File: config.mk
export PLATFORM = sky130hd
export DESIGN_NAME = pyrm_decode_branch_flat
export DESIGN_NICKNAME = d
export VERILOG_FILES = /design/src/rtl/pyrm_decode_branch_pkg.sv /design/src/rtl/pyrm_decode_branch_if.sv /design/src/rtl/pyrm_branch_target.sv /design/src/rtl/pyrm_decode_branch.sv /design/src/flat_wrapper.sv
export SDC_FILE = /design/constraint.sdc
export NUM_CORES = 1
export LEC_CHECK = 0
export ABC_AREA = 1
export CORE_ASPECT_RATIO = 0.7
export CORE_MARGIN = 4
export CORE_UTILIZATION = 50
export CTS_CLUSTER_DIAMETER = 100
export CTS_CLUSTER_SIZE = 8
export DETAILED_ROUTE_END_ITERATION = 8
export PLACE_DENSITY_LB_ADDON = 0.1
export SKIP_CTS_REPAIR_TIMING = 1
export SLEW_MARGIN = 20
export SYNTH_ARGS = -nofsm -noshare
export SYNTH_HDL_FRONTEND = slang
export SYNTH_HIERARCHICAL = 1
export SYNTH_SLANG_ARGS = --single-unit
File: constraint.sdc
create_clock -name clk -period 10.6 [get_ports clk]
set_input_delay 2.12 -clock clk [delete_from_list [all_inputs] [get_ports clk]]
set_output_delay 2.12 -clock clk [all_outputs]
set_load 0.005 [all_outputs]
File: src/rtl/pyrm_decode_branch_pkg.sv
// Shared RV64 decode constants, FSM state encoding and small decode helpers
// for the decode/branch-resolve slice.
package pyrm_decode_branch_pkg;

  localparam int unsigned PC_W   = 64;
  localparam int unsigned INST_W = 32;
  localparam int unsigned XLEN   = 64;
  localparam int unsigned REG_AW = 5;
  localparam int unsigned QDEPTH = 2;

  localparam logic [6:0] OP_BRANCH = 7'b1100011;
  localparam logic [6:0] OP_JALR   = 7'b1100111;
  localparam logic [6:0] OP_JAL    = 7'b1101111;

  localparam logic [2:0] F3_BEQ  = 3'b000;
  localparam logic [2:0] F3_BNE  = 3'b001;
  localparam logic [2:0] F3_BLT  = 3'b100;
  localparam logic [2:0] F3_BGE  = 3'b101;
  localparam logic [2:0] F3_BLTU = 3'b110;
  localparam logic [2:0] F3_BGEU = 3'b111;

  typedef enum logic [1:0] {
    ST_IDLE   = 2'd0,
    ST_RDREG  = 2'd1,
    ST_EXEC   = 2'd2,
    ST_BRSEND = 2'd3
  } state_e;

  // Opcodes whose next PC this block must resolve; JAL stays with fetch.
  function automatic logic is_resolve_op(input logic [6:0] opcode);
    return (opcode == OP_BRANCH) || (opcode == OP_JALR);
  endfunction

endpackage

File: src/rtl/pyrm_decode_branch_if.sv
// Bundle of the fetch, branch-redirect, register-file and downstream channels
// seen by the decode/branch-resolve block.
interface pyrm_decode_branch_if #(
  parameter int unsigned PC_W   = 64,
  parameter int unsigned INST_W = 32
);
  localparam int unsigned XLEN   = 64;
  localparam int unsigned REG_AW = 5;

  logic [PC_W-1:0]   pc_pyri;
  logic              pc_valid_pyri;
  logic              pc_retry_pyro;
  logic [INST_W-1:0] inst_pyri;
  logic              inst_valid_pyri;
  logic              inst_retry_pyro;

  logic [PC_W-1:0]   branch_pc_pyro;
  logic              branch_pc_valid_pyro;
  logic              branch_pc_retry_pyri;

  logic [REG_AW-1:0] rs1_addr_pyro;
  logic [REG_AW-1:0] rs2_addr_pyro;
  logic [XLEN-1:0]   rs1_data_pyri;
  logic [XLEN-1:0]   rs2_data_pyri;

  logic [PC_W-1:0]   dec_pc_pyro;
  logic [INST_W-1:0] dec_inst_pyro;
  logic              dec_valid_pyro;
  logic              dec_retry_pyri;

  // Decoder side
  modport slave (
    input  pc_pyri, pc_valid_pyri, inst_pyri, inst_valid_pyri,
    output pc_retry_pyro, inst_retry_pyro,
    output branch_pc_pyro, branch_pc_valid_pyro,
    input  branch_pc_retry_pyri,
    output rs1_addr_pyro, rs2_addr_pyro,
    input  rs1_data_pyri, rs2_data_pyri,
    output dec_pc_pyro, dec_inst_pyro, dec_valid_pyro,
    input  dec_retry_pyri
  );

  // Fetch / regfile / downstream side
  modport master (
    output pc_pyri, pc_valid_pyri, inst_pyri, inst_valid_pyri,
    input  pc_retry_pyro, inst_retry_pyro,
    input  branch_pc_pyro, branch_pc_valid_pyro,
    output branch_pc_retry_pyri,
    input  rs1_addr_pyro, rs2_addr_pyro,
    output rs1_data_pyri, rs2_data_pyri,
    input  dec_pc_pyro, dec_inst_pyro, dec_valid_pyro,
    output dec_retry_pyri
  );

endinterface

File: src/rtl/pyrm_branch_target.sv
// Combinational next-PC resolution for BRANCH and JALR: immediate extraction,
// branch comparator and target adders (all modulo 2^PC_W).
module pyrm_branch_target
  import pyrm_decode_branch_pkg::*;
#(
  parameter int unsigned PC_W = 64,
  parameter int unsigned XLEN = 64
) (
  input  logic [PC_W-1:0] pc_i,
  input  logic [31:0]     inst_i,
  input  logic [XLEN-1:0] rs1_i,
  input  logic [XLEN-1:0] rs2_i,
  output logic [PC_W-1:0] target_c_o
);

  logic [6:0]      opcode;
  logic [2:0]      funct3;
  logic [PC_W-1:0] imm_i_sx;
  logic [PC_W-1:0] imm_b_sx;
  logic [PC_W-1:0] jalr_sum;
  logic            taken;
  logic            unused_reg_fields;

  assign opcode   = inst_i[6:0];
  assign funct3   = inst_i[14:12];
  assign imm_i_sx = {{(PC_W-12){inst_i[31]}}, inst_i[31:20]};
  assign imm_b_sx = {{(PC_W-13){inst_i[31]}}, inst_i[31], inst_i[7],
                     inst_i[30:25], inst_i[11:8], 1'b0};
  assign jalr_sum = PC_W'(rs1_i) + imm_i_sx;

  // Register specifiers are consumed by the regfile read port, not here.
  assign unused_reg_fields = ^inst_i[24:15];

  always_comb begin
    taken = 1'b0;
    case (funct3)
      F3_BEQ:  taken = (rs1_i == rs2_i);
      F3_BNE:  taken = (rs1_i != rs2_i);
      F3_BLT:  taken = ($signed(rs1_i) <  $signed(rs2_i));
      F3_BGE:  taken = ($signed(rs1_i) >= $signed(rs2_i));
      F3_BLTU: taken = (rs1_i <  rs2_i);
      F3_BGEU: taken = (rs1_i >= rs2_i);
      default: taken = 1'b0;
    endcase
  end

  always_comb begin
    target_c_o = pc_i + PC_W'(4);
    if (opcode == OP_JALR) begin
      target_c_o = {jalr_sum[PC_W-1:1], 1'b0};
    end else if (taken) begin
      target_c_o = pc_i + imm_b_sx;
    end
  end

endmodule

File: src/rtl/pyrm_decode_branch.sv
// Decode-stage consumer of the fetch interface: queues pc/inst pairs for the
// downstream stage and resolves BRANCH/JALR targets back to fetch.
module pyrm_decode_branch
  import pyrm_decode_branch_pkg::*;
#(
  parameter int unsigned PC_W   = 64,
  parameter int unsigned INST_W = 32,
  parameter int unsigned QDEPTH = 2
) (
  input  logic             clk,
  input  logic             reset_pyri,
  pyrm_decode_branch_if.slave bus
);

  localparam int unsigned PTR_W = $clog2(QDEPTH);
  localparam int unsigned CNT_W = PTR_W + 1;

  state_e              state_q;
  logic [PC_W-1:0]     pc_q;
  logic [INST_W-1:0]   inst_q;
  logic [PC_W-1:0]     target_q;
  logic                bpv_q;
  logic [REG_AW-1:0]   rs1_addr_q;
  logic [REG_AW-1:0]   rs2_addr_q;

  logic [PC_W-1:0]     q_pc   [QDEPTH];
  logic [INST_W-1:0]   q_inst [QDEPTH];
  logic [PTR_W-1:0]    rd_ptr_q;
  logic [PTR_W-1:0]    wr_ptr_q;
  logic [CNT_W-1:0]    cnt_q;

  logic                full;
  logic                retry;
  logic                accept;
  logic                new_br;
  logic                pop;
  logic [PC_W-1:0]     target_c;

  assign full = (cnt_q == CNT_W'(QDEPTH));

  // Holding retry through BRSEND lets the target instruction land on the
  // same cycle fetch takes the redirect.
  always_comb begin
    retry = full;
    case (state_q)
      ST_RDREG, ST_EXEC: retry = 1'b1;
      ST_BRSEND:         retry = full | bus.branch_pc_retry_pyri;
      default:           retry = full;
    endcase
  end

  assign accept = bus.pc_valid_pyri & bus.inst_valid_pyri & ~retry;
  assign new_br = accept & is_resolve_op(bus.inst_pyri[6:0]);
  assign pop    = (cnt_q != '0) & ~bus.dec_retry_pyri;

  pyrm_branch_target #(
    .PC_W (PC_W),
    .XLEN (XLEN)
  ) u_target (
    .pc_i       (pc_q),
    .inst_i     (inst_q[31:0]),
    .rs1_i      (bus.rs1_data_pyri),
    .rs2_i      (bus.rs2_data_pyri),
    .target_c_o (target_c)
  );

  always_ff @(posedge clk) begin
    if (reset_pyri) begin
      state_q    <= ST_IDLE;
      pc_q       <= '0;
      inst_q     <= '0;
      target_q   <= '0;
      bpv_q      <= 1'b0;
      rs1_addr_q <= '0;
      rs2_addr_q <= '0;
      rd_ptr_q   <= '0;
      wr_ptr_q   <= '0;
      cnt_q      <= '0;
    end else begin
      rs1_addr_q <= '0;
      rs2_addr_q <= '0;
      if (accept) begin
        pc_q   <= bus.pc_pyri;
        inst_q <= bus.inst_pyri;
      end
      // Addresses are valid only during the RDREG cycle that follows
      if (new_br) begin
        rs1_addr_q <= bus.inst_pyri[19:15];
        rs2_addr_q <= bus.inst_pyri[24:20];
      end

      case (state_q)
        ST_IDLE: begin
          if (new_br) state_q <= ST_RDREG;
        end
        ST_RDREG: begin
          state_q <= ST_EXEC;
        end
        ST_EXEC: begin
          target_q <= target_c;
          bpv_q    <= 1'b1;
          state_q  <= ST_BRSEND;
        end
        ST_BRSEND: begin
          if (!bus.branch_pc_retry_pyri) begin
            bpv_q   <= 1'b0;
            state_q <= new_br ? ST_RDREG : ST_IDLE;
          end
        end
        default: state_q <= ST_IDLE;
      endcase

      if (accept) wr_ptr_q <= wr_ptr_q + PTR_W'(1);
      if (pop)    rd_ptr_q <= rd_ptr_q + PTR_W'(1);
      cnt_q <= cnt_q + CNT_W'(accept) - CNT_W'(pop);
    end
  end

  // Queue storage needs no reset; occupancy is tracked by cnt_q.
  always_ff @(posedge clk) begin
    if (accept) begin
      q_pc[wr_ptr_q]   <= bus.pc_pyri;
      q_inst[wr_ptr_q] <= bus.inst_pyri;
    end
  end

  assign bus.pc_retry_pyro        = retry;
  assign bus.inst_retry_pyro      = retry;
  assign bus.branch_pc_pyro       = target_q;
  assign bus.branch_pc_valid_pyro = bpv_q;
  assign bus.rs1_addr_pyro        = rs1_addr_q;
  assign bus.rs2_addr_pyro        = rs2_addr_q;
  assign bus.dec_pc_pyro          = q_pc[rd_ptr_q];
  assign bus.dec_inst_pyro        = q_inst[rd_ptr_q];
  assign bus.dec_valid_pyro       = (cnt_q != '0);

endmodule

File: src/flat_wrapper.sv
// flat-port wrapper written by rule: the top's interface ports become plain ports
module pyrm_decode_branch_flat import pyrm_decode_branch_pkg::*;
#(
  parameter int unsigned PC_W   = 64,
  parameter int unsigned INST_W = 32,
  parameter int unsigned QDEPTH = 2
)
  (clk, reset_pyri, bus_pc_pyri, bus_pc_valid_pyri, bus_inst_pyri, bus_inst_valid_pyri, bus_pc_retry_pyro, bus_inst_retry_pyro, bus_branch_pc_pyro, bus_branch_pc_valid_pyro, bus_branch_pc_retry_pyri, bus_rs1_addr_pyro, bus_rs2_addr_pyro, bus_rs1_data_pyri, bus_rs2_data_pyri, bus_dec_pc_pyro, bus_dec_inst_pyro, bus_dec_valid_pyro, bus_dec_retry_pyri);
  pyrm_decode_branch_if #(.PC_W(PC_W), .INST_W(INST_W)) bus_i ();
  input  logic clk;
  input  logic reset_pyri;
  input wire logic [$bits(bus_i.pc_pyri)-1:0] bus_pc_pyri;
  input wire logic [$bits(bus_i.pc_valid_pyri)-1:0] bus_pc_valid_pyri;
  input wire logic [$bits(bus_i.inst_pyri)-1:0] bus_inst_pyri;
  input wire logic [$bits(bus_i.inst_valid_pyri)-1:0] bus_inst_valid_pyri;
  output wire logic [$bits(bus_i.pc_retry_pyro)-1:0] bus_pc_retry_pyro;
  output wire logic [$bits(bus_i.inst_retry_pyro)-1:0] bus_inst_retry_pyro;
  output wire logic [$bits(bus_i.branch_pc_pyro)-1:0] bus_branch_pc_pyro;
  output wire logic [$bits(bus_i.branch_pc_valid_pyro)-1:0] bus_branch_pc_valid_pyro;
  input wire logic [$bits(bus_i.branch_pc_retry_pyri)-1:0] bus_branch_pc_retry_pyri;
  output wire logic [$bits(bus_i.rs1_addr_pyro)-1:0] bus_rs1_addr_pyro;
  output wire logic [$bits(bus_i.rs2_addr_pyro)-1:0] bus_rs2_addr_pyro;
  input wire logic [$bits(bus_i.rs1_data_pyri)-1:0] bus_rs1_data_pyri;
  input wire logic [$bits(bus_i.rs2_data_pyri)-1:0] bus_rs2_data_pyri;
  output wire logic [$bits(bus_i.dec_pc_pyro)-1:0] bus_dec_pc_pyro;
  output wire logic [$bits(bus_i.dec_inst_pyro)-1:0] bus_dec_inst_pyro;
  output wire logic [$bits(bus_i.dec_valid_pyro)-1:0] bus_dec_valid_pyro;
  input wire logic [$bits(bus_i.dec_retry_pyri)-1:0] bus_dec_retry_pyri;
  assign bus_i.pc_pyri = bus_pc_pyri;
  assign bus_i.pc_valid_pyri = bus_pc_valid_pyri;
  assign bus_i.inst_pyri = bus_inst_pyri;
  assign bus_i.inst_valid_pyri = bus_inst_valid_pyri;
  assign bus_pc_retry_pyro = bus_i.pc_retry_pyro;
  assign bus_inst_retry_pyro = bus_i.inst_retry_pyro;
  assign bus_branch_pc_pyro = bus_i.branch_pc_pyro;
  assign bus_branch_pc_valid_pyro = bus_i.branch_pc_valid_pyro;
  assign bus_i.branch_pc_retry_pyri = bus_branch_pc_retry_pyri;
  assign bus_rs1_addr_pyro = bus_i.rs1_addr_pyro;
  assign bus_rs2_addr_pyro = bus_i.rs2_addr_pyro;
  assign bus_i.rs1_data_pyri = bus_rs1_data_pyri;
  assign bus_i.rs2_data_pyri = bus_rs2_data_pyri;
  assign bus_dec_pc_pyro = bus_i.dec_pc_pyro;
  assign bus_dec_inst_pyro = bus_i.dec_inst_pyro;
  assign bus_dec_valid_pyro = bus_i.dec_valid_pyro;
  assign bus_i.dec_retry_pyri = bus_dec_retry_pyri;
  pyrm_decode_branch #(.PC_W(PC_W), .INST_W(INST_W), .QDEPTH(QDEPTH)) u_core (.clk(clk), .reset_pyri(reset_pyri), .bus(bus_i));
endmodule
==> flow_summary.toml <==
[worst_setup_path]
startpoint_type = "primary input"
endpoint_kind = "flip-flop"
cp.required_ns = 11.04
crit_type = "primary input to flip-flop"
worstPathArrival_ns = 6.15
cp_max_fo = 64

[grt]
grtUsageMet2 = 0.459
overflow = 0
busiest_layer = "met2"
grtUsageMet1 = 0.415
grt_max_degree = 92
antenna_found_initial = 2
use_met3 = 0.0808
grt.total_usage = 0.299
first_global_vias = 24200
grt_first_pass_wirelength_um = 138000

[timing]
hold_viol_final = 0
rsz0062_at_grt = "no"
layout_setup_ws_ns = 4.89
setup_viol = 0
worst_slew_pin_slew_ns = 1.03
slew_headroom = 0.305
period_share = 0.539
clock-skew-final_ns = 0.0401
drv_slew = 0
fmax_mhz = 175
timing.setup.tns_ns = 0
fin_crit_ns = 5.71

[min_path]
hp-class = "flip-flop to flip-flop"

[yosys]
synth_cells = 3667
avgSynthCellArea_um2 = 7.36
syn-num-nets = 4094
netlist_area_um2 = 27000
yosys_warnings = 6

[die]
fp.dieW_um = 286
die_y_um = 202
num_io_pins = 404
coreArea_um2 = 52800
start_util = 0.511
fp.dieArea_um2 = 57800
num_rows = 70

[power_and_ir_drop]
power.leakage_nw = 14.4
peakVddDrop_mv = 0.138
total_power_mw = 6.09
powerDensity_nw_per_um2 = 184

[clocking]
h-tree-depth = 2
cts.clk_slew.worst_paths_ns = 0.05
cts_inserted_buffers = 51
cts.sinks = 365
root_buffer = "clkbuf_16"
cts_tree = "yes"
insertion_delay_ns = 0.58
cts.path.max_buffers = 3

[placement]
dp_hpwl_um = 71600
dp_slack_ns = 4.39
port_buffers = 403
globalplace.congestion = 1.06

[route]
drcViolationCount = 0
via_per_inst = 5.46
avgRoutedWirePerCell_um = 18.8
vias = 26200
drt_wl_total_um = 90300
drtPass1Iterations = 7
antenna_left = 0
drt_iter0_drc = 2740

[finish]
area_growth_pct = 22.4
drive_above_1_share = 0.0610
nets = 4468

[job]
max_cap_violations = 0

[status]
status = "finished clean"
-- critical path, stage by stage --
cell and delay [ns]:
clkdlybuf4s50_1 0.49, ha_1 0.35, nand2_1 0.07, nand2_1 0.05, nand2_1 0.05, nand2_1 0.05, nand2_1 0.06, nand2_1 0.06
nand2_1 0.06, nand2_1 0.17, nand2_1 0.12, nand2_1 0.10, nand2_2 0.14, nand2_1 0.06, nand2_1 0.10, nand3_1 0.09
nand2_2 0.06, buf_4 0.54, nand3_4 0.77, nand2_1 0.24, nand2_1 0.07, nand2_1 0.06, nand2_1 0.06, nor2_1 0.10
nor2_1 0.06
-- path summary, 6_finish.rpt --
check                                          start                            end  slack, ns  depth (start not counted)
worst max register to register     u_core/inst_q[31]  u_core/bus.branch_pc_pyro[52]       6.18                         16
worst min register to register       u_core/rd_ptr_q                      flip-flop       0.45                          1
worst max-delay path            bus_rs1_data_pyri[1]  u_core/bus.branch_pc_pyro[37]       4.89                         25
worst min-delay path                 u_core/rd_ptr_q                      flip-flop       0.45                          1
-- power by group --
| group | switching, mW | total (mW) | leakage [nW] | internal, mW |
|---|---|---|---|---|
| registers | 0.248 | 2.00 | 3.18 | 1.76 |
| clock network | 0.614 | 1.51 | 0.700 | 0.899 |
| logic | 1.46 | 2.57 | 10.5 | 1.11 |
| total | 2.33 | 6.09 | 14.4 | 3.76 |
-- final cells by class --
type	instances	area, um2
sequential	365	9240
inverter	447	1680
clock inverter	4	67.6
tap	720	901
multi-input combinational	2761	15600
clock buffer	87	1410
antenna	1	2.50
timing repair buffer	415	4120
fill	4953	19800
-- sequential cells by signal (all words and copies together) (netlist names), 2 cells and up, named ones only --
signal and cells:
u_core/q_pc 128, u_core/bus.branch_pc_pyro 64, u_core/pc_q 64, u_core/q_inst 64, u_core/inst_q 27, u_core/bus.rs1_addr_pyro 5, u_core/bus.rs2_addr_pyro 5, u_core/cnt_q 2
u_core/state_q 2
-- metal layers --
layer | part of all wire | vias to the layer above
met4 | 0.028 | 4
met2 | 0.43 | 1052
li1 | - | 13000
met1 | 0.44 | 12000
met5 | 0.00069 | -
met3 | 0.10 | 126
-- through the flow --
step / utilization / hold WS (ns) / cell area, um2 / std cells
after global placement: 0.597 / 0.428 / 31500 / 4708
after detailed placement: 0.597 / 0.438 / 31500 / 4708
after floorplan: - / 0.423 / 27000 / 3667
final: 0.625 / 0.447 / 33000 / 4800
after global routing: 0.625 / 0.452 / 33000 / 4799
after CTS: 0.625 / 0.448 / 33000 / 4799
-- cell usage in the layout, fill, tap and decap left out, types with 4 or more instances in the layout --
master,instances
nor4_1,24
mux2_2,96
xor2_1,93
a21boi_0,6
nand2_2,8
nand4_1,39
nor2_4,7
nor2_2,18
nor2_1,579
buf_4,12
nand3_1,210
ha_1,194
o211ai_1,10
a21oi_1,227
a21o_1,34
nor3_1,51
o21bai_1,21
o21ai_1,19
inv_2,6
or2_2,11
nand3_2,8
o21a_1,16
clkbuf_1,36
a211oi_1,5
edfxtp_1,192
dfxtp_1,171
clkbuf_16,51
nand3_4,4
nand2_1,685
a31oi_1,29
inv_1,438
o21ai_0,285
nand3b_1,9
xnor2_1,40
clkdlybuf4s50_1,403
No activity file was read; power rests on OpenSTA's default activity.
